**src/rtl/ram_port_arbiter.sv**
```systemverilog
// ram_port_arbiter: shares one RAM port between port0 (vector LSU) and port1 (host/DMA loader),
// registers the RAM-side signals and routes read data back by tag. Optional macro: ARB_FIXED_PRIO_EN.
module ram_port_arbiter #(
    parameter int ADDR_W     = 14,
    parameter int DATA_W     = 256,
    parameter int BE_W       = DATA_W / 8,
    parameter int RD_LATENCY = 2
) (
    input  logic              clk,
    input  logic              reset,

    input  logic              p0_rden,
    input  logic              p0_wren,
    input  logic [ADDR_W-1:0] p0_address,
    input  logic [BE_W-1:0]   p0_byteena,
    input  logic [DATA_W-1:0] p0_writeData,
    output logic              p0_ready,
    output logic              p0_rvalid,
    output logic [DATA_W-1:0] p0_readData,

    input  logic              p1_rden,
    input  logic              p1_wren,
    input  logic [ADDR_W-1:0] p1_address,
    input  logic [BE_W-1:0]   p1_byteena,
    input  logic [DATA_W-1:0] p1_writeData,
    output logic              p1_ready,
    output logic              p1_rvalid,
    output logic [DATA_W-1:0] p1_readData,

    output logic [ADDR_W-1:0] address_RAM,
    output logic [BE_W-1:0]   byteena_RAM,
    output logic [DATA_W-1:0] writeData_RAM,
    output logic              rden_RAM,
    output logic              wren_RAM,
    input  logic [DATA_W-1:0] readData_RAM
);

    // Handshake: pN_rden/pN_wren are levels whose fields stay stable until pN_ready; the cycle
    // pN_ready is high is the accept. A request dropped before its ready cycle issues nothing.

    logic              p0_req;
    logic              p1_req;
    logic              gnt0;
    logic              gnt1;
    logic              accept;

    logic              sel_rd;
    logic              sel_wr;
    logic [ADDR_W-1:0] sel_addr;
    logic [BE_W-1:0]   sel_be;
    logic [DATA_W-1:0] sel_wd;

    logic              rden_q, rden_d;
    logic              wren_q, wren_d;
    logic [ADDR_W-1:0] addr_q, addr_d;
    logic [BE_W-1:0]   be_q, be_d;
    logic [DATA_W-1:0] wd_q, wd_d;
    logic              issue_port_q, issue_port_d;

    logic [RD_LATENCY-1:0] tag_vld_q, tag_vld_d;
    logic [RD_LATENCY-1:0] tag_port_q, tag_port_d;

    assign p0_req = p0_rden | p0_wren;
    assign p1_req = p1_rden | p1_wren;

`ifdef ARB_FIXED_PRIO_EN
    always_comb begin
        gnt0 = p0_req & ~reset;
        gnt1 = p1_req & ~p0_req & ~reset;
    end
`else
    // last_gnt_q = 1 means port1 was granted most recently, so port0 wins the next conflict.
    logic last_gnt_q, last_gnt_d;

    always_comb begin
        gnt0       = p0_req & (~p1_req | last_gnt_q) & ~reset;
        gnt1       = p1_req & (~p0_req | ~last_gnt_q) & ~reset;
        last_gnt_d = last_gnt_q;
        if (gnt0) begin
            last_gnt_d = 1'b0;
        end else if (gnt1) begin
            last_gnt_d = 1'b1;
        end
    end

    always_ff @(posedge clk) begin
        if (reset) begin
            last_gnt_q <= 1'b1;
        end else begin
            last_gnt_q <= last_gnt_d;
        end
    end
`endif

    assign p0_ready = gnt0;
    assign p1_ready = gnt1;
    assign accept   = gnt0 | gnt1;

    // A write takes precedence over a simultaneous read on the same port.
    always_comb begin
        sel_wr   = gnt1 ? p1_wren      : p0_wren;
        sel_rd   = (gnt1 ? p1_rden     : p0_rden) & ~sel_wr;
        sel_addr = gnt1 ? p1_address   : p0_address;
        sel_be   = gnt1 ? p1_byteena   : p0_byteena;
        sel_wd   = gnt1 ? p1_writeData : p0_writeData;
    end

    always_comb begin
        rden_d       = accept & sel_rd;
        wren_d       = accept & sel_wr;
        addr_d       = addr_q;
        be_d         = be_q;
        wd_d         = wd_q;
        issue_port_d = issue_port_q;
        if (accept) begin
            addr_d       = sel_addr;
            be_d         = sel_wr ? sel_be : '0;
            issue_port_d = gnt1;
            if (sel_wr) begin
                wd_d = sel_wd;
            end
        end
    end

    always_ff @(posedge clk) begin
        if (reset) begin
            rden_q       <= 1'b0;
            wren_q       <= 1'b0;
            addr_q       <= '0;
            be_q         <= '0;
            wd_q         <= '0;
            issue_port_q <= 1'b0;
        end else begin
            rden_q       <= rden_d;
            wren_q       <= wren_d;
            addr_q       <= addr_d;
            be_q         <= be_d;
            wd_q         <= wd_d;
            issue_port_q <= issue_port_d;
        end
    end

    assign address_RAM   = addr_q;
    assign byteena_RAM   = be_q;
    assign writeData_RAM = wd_q;
    assign rden_RAM      = rden_q;
    assign wren_RAM      = wren_q;

    // Tag enters when the read is on the RAM pins; the last stage lines up with readData_RAM.
    always_comb begin
        tag_vld_d     = tag_vld_q;
        tag_port_d    = tag_port_q;
        tag_vld_d[0]  = rden_q;
        tag_port_d[0] = issue_port_q;
        for (int k = 1; k < RD_LATENCY; k++) begin
            tag_vld_d[k]  = tag_vld_q[k-1];
            tag_port_d[k] = tag_port_q[k-1];
        end
    end

    always_ff @(posedge clk) begin
        if (reset) begin
            tag_vld_q  <= '0;
            tag_port_q <= '0;
        end else begin
            tag_vld_q  <= tag_vld_d;
            tag_port_q <= tag_port_d;
        end
    end

    assign p0_rvalid   = tag_vld_q[RD_LATENCY-1] & ~tag_port_q[RD_LATENCY-1] & ~reset;
    assign p1_rvalid   = tag_vld_q[RD_LATENCY-1] &  tag_port_q[RD_LATENCY-1] & ~reset;
    assign p0_readData = readData_RAM;
    assign p1_readData = readData_RAM;

endmodule

```
**config.mk**
```make
export PLATFORM = sky130hd
export DESIGN_NAME = ram_port_arbiter
export DESIGN_NICKNAME = d
export VERILOG_FILES = /design/src/rtl/ram_port_arbiter.sv
export SDC_FILE = /design/constraint.sdc
export NUM_CORES = 1
export LEC_CHECK = 0
export ABC_AREA = 1
export BUFFER_PORTS_ARGS = -buffer_cell sky130_fd_sc_hd__clkbuf_2
export CORE_AREA = 4 4 651 653
export DETAILED_ROUTE_END_ITERATION = 6
export DIE_AREA = 0 0 655 657
export SLEW_MARGIN = 20
export SYNTH_ARGS = -nofsm -noshare
export SYNTH_HDL_FRONTEND = slang
export SYNTH_SLANG_ARGS = --single-unit
```
**constraint.sdc**
```tcl
create_clock -name clk -period 1.3 [get_ports clk]
set_clock_uncertainty 0.05 [all_clocks]
set_input_delay 0.065 -clock clk [delete_from_list [all_inputs] [get_ports clk]]
set_output_delay 0.065 -clock clk [all_outputs]
set_load 0.01 [all_outputs]
```
==> impl_metrics.toml <==
[clock_network]
cts.htree.levels = 2
cts_inserted_buffers = 48
cts_tree = "done"
clkSinkCount = 310
root_buffer = "clkbuf_16"
insertion_delay_ps = 720
cts_hold_buf = 606
cts_buffer_depth = 3
cts.clk_slew.worst_paths_ps = 70

[final_layout]
drive_above_1_share_pct = 27.1
fin_cells = 10000
area_growth_pct = 85.5
nNetsFinal = 5243
num-fill-cells = 49100
utilization_pct = 8.86
multi_input_area_mm2 = 0.00813
seq_area_mm2 = 0.00621

[place]
port_buffers = 917
detailed_place_hpwl_um = 282000
post-place-ws_ps = -844
dp.cells = 9200
gp_routability_congestion = 0.924

[die]
core_area_mm2 = 0.419
start_util_pct = 4.78
dieArea_mm2 = 0.430
rows = 238
die_w_um = 655
die_h_um = 657
io-pin-count = 1686

[worst_hold_path]
hold_class = "input port to flop"

[global_route]
overflow = 0
grt_pass1_wl_um = 363000
grt_start_max_net_pins = 102
antenna_found_initial = 178
grt_usage_pct = 13.9
first_global_vias = 24100

[logic_synthesis]
ys.flop_type = "dfxtp_1"
synth.avg_cell_area_um2 = 5.98
ys_ff_latch = 310
synthCells = 3345
ys_top_cells_by_count = "nand2_1, nor2_1, buf_4, dfxtp_1, inv_1"
ys_seq_area_share_pct = 31.0
netlist_area_mm2 = 0.0200
synth_edf_count = 0
synth_most_common_cell = "nand2_1"
yosys.area.top_type = "dfxtp_1"
ys_types = 19
synth_nets = 4211
synth_top_area_share_pct = 31.0
yosys_warnings = 0
ys_async_sr_fraction_pct = 0
synth_area_leaders = "dfxtp_1, nand2_1, buf_4, nor2_1, inv_1"

[pwr]
clkPwrFrac_pct = 39.2
p_comb_share_pct = 32.4
power.density_mw_per_mm2 = 1050
p_int_uw = 24000
leakage_uw = 0.0176
peakVddDrop_v = 0.00107
swShare_pct = 38.2
p_switching_uw = 14800
seq_power_share_pct = 28.4

[detailed_routing]
wirelength_um = 316000
ant_nets = 0
via_per_inst = 2.61
route.detailed.drc = 12
drt_pre_antenna_iters = 7
initialDrtViolationCount = 2102
vias = 26200
wl_per_cell_um = 31.6

[timing]
fin_tns_setup_ps = -186340
fin_crit_sh_pct = 146
maxSlewViolCount = 0
maxSlewHeadroom_pct = 61.1
setup_violations = 588
period_needed_ps = 1900
rsz0062_at_grt = "yes"
worst_slew_pin_slew_ps = 585
max_clock_freq_ghz = 0.525
setup_ws_ps = -604
hold_viol_final = 4
hold_slack_ps = -314

[worst_setup_path]
path_max_fanout = 3
end_kind = "output port"
crit_type = "flop to output port"
worstSetupStartpointType = "flop"
arrival_ps = 1790
required_ps = 1190

[outcome]
failed_checks = "DRC, hold timing, setup timing"
status = "complete, but fails checks"

[job]
max-cap-violations = 0
## stage by stage
stage               cell area [µm²]  power (µW)
floorplan                     20100       16700
global placement              27800       20700
detailed placement            27800       20800
CTS                           36300       39200
global route                  37000       40800
finish                        37100       38800
## timing repair
action / CTS / global route
hold endpoints to repair: 309 / 4
setup buffers: 11 / 5
gates cloned: 10 / 17
setup endpoints to repair: 612 / 613
gates resized for setup: 71 / 55
pin swaps: 3 / 11
## flip-flops by register name (all words and copies together), names as in the netlist
name,cells
last_gnt_q,1
issue_port_q,1
tag_port_q,2
tag_vld_q,2
address_RAM,14
rden_RAM,1
byteena_RAM,32
wren_RAM,1
writeData_RAM,256
## cells by family (layout without fill, tap and decap cells)
| family | count (synthesis) | in the layout | synth area share (%) |
|---|---|---|---|
| and+or+nand+nor | 2075 | 2075 | 39.3 |
| other | 0 | 93 | 0 |
| buffers and inverters | 943 | 2011 | 29.2 |
| DFF | 310 | 310 | 31.0 |
| AOI/OAI and AO/OA | 17 | 17 | 0.438 |
## worst paths after layout
kind                 start                  to  slack [ps]  cells after the start
max             last_gnt_q            p1_ready        -600                      7
min reg2reg  tag_port_q[0]       tag_port_q[1]         350                      2
max reg2reg     last_gnt_q  writeData_RAM[204]        -600                     12
min                p1_rden          last_gnt_q        -310                      4
## layer usage
layer	vias up	GRT usage (%)	wire [µm]
met5	-	1.16	1130
met4	86	6.77	18600
met3	732	17.4	85700
met2	2615	20.4	129000
met1	11300	10.4	81800
li1	11400	-	-
## placed cells by master, fill, tap and decap left out, drive strengths merged
cell         count
buf            126
bufbuf           2
bufinv           8
clkbuf         986
clkinv           8
clkinvlp         1
dfxtp          310
diode           93
dlygate4sd3    606
inv            274
nand2         1491
nand3           34
nor2           549
o211ai           1
o21ai           16
or2              1
## critical path, cell delays in order (launching register included)
cell	delay (ps)
dfxtp_2	330
o21ai_4	90
nand2_8	70
buf_12	140
buf_12	130
inv_16	60
buf_16	120
buf_8	100
## final cells by class
class	instances	share of cell area (%)
Timing Repair Buffer	1659	34.6
Inverter	266	2.83
Clock buffer	61	3.59
Tap cell	5520	18.6
Sequential cell	310	16.7
Clock inverter	25	1.04
Multi-Input combinational cell	2092	21.9
Antenna cell	93	0.627
## power by group through the flow
stage / clock network, µW / logic, µW / registers (µW)
after CTS: 16000 / 12300 / 11000
after detailed placement: 0 / 9600 / 11200
after floorplan: 0 / 5200 / 11500
after global placement: 0 / 9560 / 11200
final: 15200 / 12600 / 11000
after global routing: 16100 / 13700 / 11100
Note: power is estimated with default switching activity, not from simulation.
